**config.mk**
```make
export PLATFORM = sky130hd
export DESIGN_NAME = spi_master
export DESIGN_NICKNAME = d
export VERILOG_FILES = /design/src/rtl/spi_master.sv
export SDC_FILE = /design/constraint.sdc
export NUM_CORES = 1
export LEC_CHECK = 0
export ABC_CLOCK_PERIOD_IN_PS = 2600
export CAP_MARGIN = 20
export CORE_MARGIN = 3
export CORE_UTILIZATION = 50
export CTS_CLUSTER_DIAMETER = 60
export DETAILED_ROUTE_END_ITERATION = 7
export PLACE_DENSITY = 0.73
export RECOVER_POWER = 100
export SKIP_CTS_REPAIR_TIMING = 1
export SLEW_MARGIN = 20
export SYNTH_ARGS = -nofsm -noshare
export SYNTH_HDL_FRONTEND = slang
export SYNTH_SLANG_ARGS = --single-unit
export TNS_END_PERCENT = 100
```
**constraint.sdc**
```tcl
create_clock -name sysClk -period 2.6 [get_ports sysClk]
set_input_delay 0.39 -clock sysClk [delete_from_list [all_inputs] [get_ports sysClk]]
set_output_delay 0.39 -clock sysClk [all_outputs]
set_load 0.02 [all_outputs]
```
**src/rtl/spi_master.sv**
```systemverilog
// SPI master, mode 0 (clock idles low, data launched on the low phase and sampled at the
// end of the high phase). Transfers one byte per send request, MSB first, with programmable
// chip-select setup, hold and idle gap. Every output comes straight from a flop.
module spi_master #(
    parameter int unsigned CLK_DIV  = 4,
    parameter int unsigned CS_SETUP = 2,
    parameter int unsigned CS_HOLD  = 2,
    parameter int unsigned CS_IDLE  = 4
) (
    input  logic       sysClk,
    input  logic       reset_n,
    input  logic       send,
    input  logic [7:0] tx_byte,
    output logic [7:0] rx_byte,
    output logic       busy,
    output logic       done,
    output logic       spiClk,
    output logic       cs,
    output logic       mosi,
    input  logic       miso
);

    // Reject parameter values whose reload constants would not fit the 8-bit counter.
    if (CLK_DIV < 2 || CLK_DIV > 255 || CS_SETUP < 1 || CS_SETUP > 255 ||
        CS_HOLD < 1 || CS_HOLD > 255 || CS_IDLE < 1 || CS_IDLE > 255) begin : g_param_check
        $error("spi_master: parameter out of range");
    end

    // Counters are loaded with length-1 on state entry and the state exits when they hit zero.
    localparam logic [7:0] DivM1   = 8'(CLK_DIV - 1);
    localparam logic [7:0] SetupM1 = 8'(CS_SETUP - 1);
    localparam logic [7:0] HoldM1  = 8'(CS_HOLD - 1);
    localparam logic [7:0] IdleM1  = 8'(CS_IDLE - 1);

    typedef enum logic [2:0] {
        StIdle,
        StSetup,
        StLow,
        StHigh,
        StHold,
        StGap
    } state_e;

    state_e     state_q;
    logic [7:0] cnt_q;
    logic [2:0] bit_idx_q;
    logic [6:0] tx_sh_q;    // bits still to send after the one currently on mosi
    logic [7:0] rx_sh_q;
    logic [7:0] rx_byte_q;
    logic       busy_q;
    logic       done_q;
    logic       spi_clk_q;
    logic       cs_q;
    logic       mosi_q;
    logic       start_now;

    // A transfer starts from idle, or on the very edge the idle gap expires so that a held
    // send request yields exactly CS_IDLE cycles of cs high between transfers.
    always_comb begin
        start_now = 1'b0;
        if (send) begin
            if (state_q == StIdle) begin
                start_now = 1'b1;
            end else if (state_q == StGap && cnt_q == 8'd0) begin
                start_now = 1'b1;
            end
        end
    end

    // Transfer sequencer with registered outputs.
    always_ff @(posedge sysClk) begin
        if (!reset_n) begin
            state_q   <= StIdle;
            cnt_q     <= 8'd0;
            bit_idx_q <= 3'd0;
            tx_sh_q   <= 7'd0;
            rx_sh_q   <= 8'd0;
            rx_byte_q <= 8'd0;
            busy_q    <= 1'b0;
            done_q    <= 1'b0;
            spi_clk_q <= 1'b0;
            cs_q      <= 1'b1;
            mosi_q    <= 1'b0;
        end else begin
            done_q <= 1'b0;
            if (start_now) begin
                state_q   <= StSetup;
                cnt_q     <= SetupM1;
                bit_idx_q <= 3'd7;
                tx_sh_q   <= tx_byte[6:0];
                mosi_q    <= tx_byte[7];
                cs_q      <= 1'b0;
                busy_q    <= 1'b1;
                spi_clk_q <= 1'b0;
            end else begin
                unique case (state_q)
                    StIdle: begin
                        busy_q <= 1'b0;
                    end
                    StSetup: begin
                        if (cnt_q != 8'd0) begin
                            cnt_q <= cnt_q - 8'd1;
                        end else begin
                            state_q <= StLow;
                            cnt_q   <= DivM1;
                        end
                    end
                    StLow: begin
                        if (cnt_q != 8'd0) begin
                            cnt_q <= cnt_q - 8'd1;
                        end else begin
                            state_q   <= StHigh;
                            cnt_q     <= DivM1;
                            spi_clk_q <= 1'b1;
                        end
                    end
                    StHigh: begin
                        if (cnt_q != 8'd0) begin
                            cnt_q <= cnt_q - 8'd1;
                        end else begin
                            // Sample miso on the edge that ends the high phase.
                            rx_sh_q   <= {rx_sh_q[6:0], miso};
                            spi_clk_q <= 1'b0;
                            if (bit_idx_q != 3'd0) begin
                                state_q   <= StLow;
                                cnt_q     <= DivM1;
                                bit_idx_q <= bit_idx_q - 3'd1;
                                mosi_q    <= tx_sh_q[6];
                                tx_sh_q   <= {tx_sh_q[5:0], 1'b0};
                            end else begin
                                state_q <= StHold;
                                cnt_q   <= HoldM1;
                            end
                        end
                    end
                    StHold: begin
                        if (cnt_q != 8'd0) begin
                            cnt_q <= cnt_q - 8'd1;
                        end else begin
                            state_q   <= StGap;
                            cnt_q     <= IdleM1;
                            cs_q      <= 1'b1;
                            done_q    <= 1'b1;
                            rx_byte_q <= rx_sh_q;
                        end
                    end
                    StGap: begin
                        if (cnt_q != 8'd0) begin
                            cnt_q <= cnt_q - 8'd1;
                        end else begin
                            state_q <= StIdle;
                            busy_q  <= 1'b0;
                        end
                    end
                    default: begin
                        state_q <= StIdle;
                    end
                endcase
            end
        end
    end

    assign rx_byte = rx_byte_q;
    assign busy    = busy_q;
    assign done    = done_q;
    assign spiClk  = spi_clk_q;
    assign cs      = cs_q;
    assign mosi    = mosi_q;

endmodule

```
==> results of run 1 <==
## flip-flops by register name (all words and copies together) (netlist names), 3 cells and up
signal and count:
rx_sh_q 8, bit_idx_q 3, state_q 3, cnt_q 8, rx_byte 8, tx_sh_q 7
## critical path, stage by stage (launching register included)
cell and delay (ns):
dfxtp_1 0.33, inv_1 0.07, ha_1 0.20, nor4bb_1 0.24, clkbuf_1 0.38, and4_1 0.47
nor2_1 0.15, a211o_1 0.31
## cells by family (layout without fill, tap and decap cells)
kind of cell	after synthesis	count (layout)	share of synthesized area, %
simple gates	84	84	24.5
compound gates	52	52	17.5
flops	42	42	42.0
buf+inv	24	46	5.63
mux	17	17	8.51
fa+ha+maj	3	3	1.88
## final cells by class
type                            instances  area, um^2
Clock buffer                            5        68.8
Clock inverter                          3        21.3
Fill cell                             327        1430
Inverter                                8        30.0
Multi-Input combinational cell        156        1040
Sequential cell                        42         841
Tap cell                               48        60.1
Timing Repair Buffer                   30         282
## cell usage in the layout, fill, tap and decap left out, types with 3 or more instances in the layout
master           instances
a21oi_1                 12
a31oi_1                  6
buf_4                    5
clkbuf_8                 5
clkdlybuf4s50_1         11
dfxtp_1                 42
dlygate4sd3_1           13
ha_1                     3
inv_1                    8
mux2i_1                 17
nand2_1                  7
nand3_1                 18
nand4_1                  8
nor2_1                  24
nor3_1                   6
o211ai_1                12
o21ai_0                  8
o31a_1                   3
## power breakdown
part | internal, mW | switching [mW]
clock network | 0.188 | 0.229
logic | 0.257 | 0.401
registers | 0.715 | 0.0774
total | 1.16 | 0.708
## final timing paths
check	start	end	cells after the start
max	cnt_q[0]	cs	7
min	tx_sh_q[0]	tx_sh_q[0]	2
max reg2reg	cnt_q[0]	cs	7
min reg2reg	tx_sh_q[0]	tx_sh_q[0]	2
## metrics by stage
| step | hold slack, ns | cell area [um^2] | instances | power, mW |
|---|---|---|---|---|
| 6_report | 0.481 | 2340 | 292 | 1.87 |
| 3_3_place_gp | 0.463 | 2260 | 284 | 1.46 |
| 5_1_grt | 0.495 | 2340 | 292 | 1.99 |
| 4_1_cts | 0.487 | 2350 | 292 | 1.89 |
| 3_5_place_dp | 0.459 | 2260 | 284 | 1.47 |
| 2_1_floorplan | 0.451 | 2000 | 222 | 1.30 |
## layer usage
layer | vias up | global-route usage [%]
li1 | 860 | -
met1 | 769 | 25.1
met2 | 37 | 26.3
met3 | 6 | 4.93
met4 | 0 | 8.46
met5 | - | 0
==> impl_metrics.yaml, run 1 <==
cells_and_area:
  final_layout_size_suffix_gt1_share_pct: 8.61
  diodes: 0
  post-route-util_pct: 62.1
  area_growth_pct: 17.0
  nets: 258
timing:
  max_slew_margin_pct: 61.2
  rsz0062_at_grt: "false"
  fin_crit_ns: 2.27
  period_share_pct: 87.4
  setup_ws_ns: 0.328
  finalHoldViolations: 0
  final.setup.tns_ns: 0
  fmax_mhz: 440
  clock_skew_ns: 0.00731
  slew_viol_final: 0
  setup_viol: 0
  tightest_slew_ns: 0.581
logic_synthesis:
  syn_nets: 237
  seq_area_frac_synth_pct: 42.0
  netlist_instances: 222
  synth_most_common_cell: "dfxtp_1"
  avgSynthCellArea_um2: 9.01
  synth_ff_type: "dfxtp_1"
  ys_seq_elements: 42
  synth.top_cell.area_share_pct: 42.0
  ys_types: 45
  synth_edf_count: 0
  synth_area_leaders: "dfxtp_1, mux2i_1, nand3_1"
  async_reset_ff_share_pct: 0
  synth_warnings: 0
  synthesis.area_um2: 2000
  yosysTopAreaCell: "dfxtp_1"
  synth_commonest_cells: "dfxtp_1, nor2_1, nand3_1, mux2i_1"
drt:
  firstDrtPassIters: 4
  drt_first_iter_violations: 117
  postRouteAntennaNets: 0
  wl_met2_um: 1990
  highest_layer: "met4"
  route.detailed.drc: 0
  via_per_inst: 5.73
  wl_met3_um: 158
  wl_um: 4240
  vias: 1672
  wl_per_cell_um: 14.5
  drt-met1-wl_um: 2030
floorplanning:
  core_area_um2: 3770
  die_h_um: 69.3
  ios: 25
  num_rows: 22
  start_util_pct: 53.1
  fp.dieW_um: 69.3
  fp.dieArea_um2: 4800
grt:
  antenna_found_initial: 0
  grt_pass1_wl_um: 7190
  grt.total_usage_pct: 18.2
  grt_pass1_vias: 1587
  overflow: 0
  grt_max_degree: 22
critical_path:
  worst_setup_path_end_kind: "flip-flop"
  startpoint_type: "flip-flop"
  crit_arrival_ns: 2.46
  path_class: "flip-flop to flip-flop"
  ff2ff_setup_slack_ns: 0.33
  cp_data_required_time_ns: 2.79
  path_max_fanout: 9
placement:
  io_buffers: 24
  pre_cts_ws_ns: 0.636
  detailedPlacementHpwl_um: 2990
  finalWeightedCongestion: 0.809
clocking:
  clock_path_buffers: 2
  cts.root.buffer_cell: "clkbuf_8"
  cts_tree: "done"
  clkTransAtPathRegs_ns: 0.08
  cts.sinks: 42
  htree_levels: 2
  clock_latency_ns: 0.30
  numCtsBuffers: 5
power:
  vdd_ir_drop_max_mv: 0.585
  power_leakage_nw: 0.976
  powerDensity_nw_per_um2: 798
run:
  cap_violations: 0
outcome:
  status: "complete, no violations"
min_path:
  hp-class: "flip-flop to flip-flop"
(Power assumes the default switching activity.)
==> run 2, diff against run 1 <==
--- a/config.mk
+++ b/config.mk
@@ -6,7 +6,6 @@
 export NUM_CORES = 1
 export LEC_CHECK = 0
 export ABC_CLOCK_PERIOD_IN_PS = 2600
-export CAP_MARGIN = 20
 export CORE_MARGIN = 3
 export CORE_UTILIZATION = 50
 export CTS_CLUSTER_DIAMETER = 60
@@ -18,4 +17,3 @@
 export SYNTH_ARGS = -nofsm -noshare
 export SYNTH_HDL_FRONTEND = slang
 export SYNTH_SLANG_ARGS = --single-unit
-export TNS_END_PERCENT = 100
==> results of run 2 <==
Final layout, timing and power as in run 1 (identical DEF).
==> run 3, diff against run 2 <==
--- a/config.mk
+++ b/config.mk
@@ -6,11 +6,12 @@
 export NUM_CORES = 1
 export LEC_CHECK = 0
 export ABC_CLOCK_PERIOD_IN_PS = 2600
+export CAP_MARGIN = 20
 export CORE_MARGIN = 3
 export CORE_UTILIZATION = 50
 export CTS_CLUSTER_DIAMETER = 60
 export DETAILED_ROUTE_END_ITERATION = 7
-export PLACE_DENSITY = 0.73
+export DONT_BUFFER_PORTS = 1
 export RECOVER_POWER = 100
 export SKIP_CTS_REPAIR_TIMING = 1
 export SLEW_MARGIN = 20
==> run 3 against run 2 <==
Non-clock buffer count is 28 lower. Register-to-register slack better by 0.23 ns. Cell count fell by 9.6%. Combinational power shrank 12%. Utilization is 7.1 points lower. Critical path depth stayed put. Worst hold slack lost 0.27 ns. Critical endpoint is now rx_byte[2]. Highest routed layer unchanged.
==> impl_metrics.yaml, run 3 (synthesis gave the netlist of run 1 again) <==
floorplanning:
  fp.dieArea_um2: 4800
  die_h_um: 69.3
  core_area_um2: 3770
  ios: 25
  start_util_pct: 53.1
  fp.dieW_um: 69.3
  num_rows: 22
power:
  vdd_ir_drop_max_mv: 0.458
  power_leakage_nw: 0.836
  powerDensity_nw_per_um2: 885
  p_total_mw: 1.84
placement:
  finalWeightedCongestion: 0.828
  detailedPlacementHpwl_um: 2890
  io_buffers: 0
  placed_area_um2: 1990
clocking:
  clkTransAtPathRegs_ns: 0.09
  clock_latency_ns: 0.30
  clock_path_buffers: 2
  cts.sinks: 42
  htree_levels: 2
  cts.root.buffer_cell: "clkbuf_8"
  numCtsBuffers: 5
  cts_tree: "done"
timing:
  final.setup.tns_ns: 0
  fin_crit_ns: 2.04
  setup_viol: 0
  clock_skew_ns: 0.00627
  tightest_slew_ns: 0.791
  slew_viol_final: 0
  finalHoldViolations: 0
  period_share_pct: 78.3
  rsz0062_at_grt: "false"
  fmax_mhz: 491
  max_slew_margin_pct: 47.3
min_path:
  hp-class: "primary input to flip-flop"
grt:
  grt_pass1_vias: 1544
  grt_pass1_wl_um: 7020
  grt.total_usage_pct: 17.9
  antenna_found_initial: 0
  overflow: 0
  grt_max_degree: 26
critical_path:
  crit_arrival_ns: 2.21
  worst_setup_path_end_kind: "flip-flop"
  startpoint_type: "flip-flop"
  path_class: "flip-flop to flip-flop"
  cp_data_required_time_ns: 2.78
  path_max_fanout: 10
drt:
  firstDrtPassIters: 4
  drt_first_iter_violations: 91
  postRouteAntennaNets: 0
  wl_um: 4080
  wl_per_cell_um: 15.5
  vias: 1606
  route.detailed.drc: 0
  via_per_inst: 6.08
cells_and_area:
  diodes: 0
  post-route-util_pct: 55.0
  fin_area_um2: 2070
  final_layout_size_suffix_gt1_share_pct: 7.87
  area_growth_pct: 3.69
  fill_cells: 340
  nets: 230
  layout_common_cells: "dfxtp_1, nor2_1, nand3_1"
  final_common_cell: "dfxtp_1"
run:
  cap_violations: 0
outcome:
  status: "complete, no violations"
## run 3: cell types whose count changed in the layout (fill, tap and decap cells not counted)
cell             before  now
clkdlybuf4s50_1      11    0
clkinvlp_4            1    0
clkbuf_1              1    0
inv_6                 0    3
nor3b_1               2    3
clkinv_4              1    0
buf_4                 5    2
nor3b_2               1    0
dlygate4sd3_1        13    0
clkinv_2              1    0
## run 3: per-layer routing
layer	vias to the layer above	share of wire (%)	global-route usage (%)	wire (um)
li1	809	-	-	-
met1	754	48	23.8	1950
met2	37	46	27.1	1860
met3	6	5.3	5.36	217
met4	0	1.5	7.38	62
met5	-	0	0	0
## run 3: through the flow
stage | cells | setup slack, ns | hold WS (ns)
after floorplan | 222 | 0.851 | 0.451
after global placement | 256 | 0.671 | 0.464
after detailed placement | 256 | 0.639 | 0.468
after CTS | 264 | 0.615 | 0.199
after global routing | 264 | 0.291 | 0.183
final | 264 | 0.563 | 0.208
## run 3: report_power, final
| group | switching, mW | total, mW | leakage, nW | internal [mW] |
|---|---|---|---|---|
| Combinational | 0.361 | 0.582 | 0.444 | 0.221 |
| Sequential | 0.0900 | 0.805 | 0.342 | 0.715 |
| Clock | 0.250 | 0.449 | 0.0495 | 0.199 |
| Total | 0.701 | 1.84 | 0.836 | 1.14 |
## run 3: area by class of cell
type	instances	area, um^2	area share, %
inverter	8	30.0	1.45
clock buffer	5	68.8	3.32
tap	48	60.1	2.90
clock inverter	3	26.3	1.27
timing repair buffer	2	15.0	0.724
multi-input combinational	156	1030	49.8
sequential	42	841	40.5
## run 3: worst max-delay path: stages (launching register included)
cell     delay, ns
dfxtp_1       0.33
inv_1         0.07
ha_1          0.20
nor3b_1       0.22
buf_4         0.20
nand4_1       0.50
mux2i_1       0.33
nor2_1        0.06
## run 3: final timing paths
check              from    endpoint  slack (ns)  cells past startpoint
min reg2reg  tx_sh_q[0]  tx_sh_q[0]        0.48                      2
max reg2reg    cnt_q[0]  rx_byte[2]        0.56                      7
min             reset_n    cnt_q[0]        0.21                      1
max            cnt_q[0]  rx_byte[2]        0.56                      7
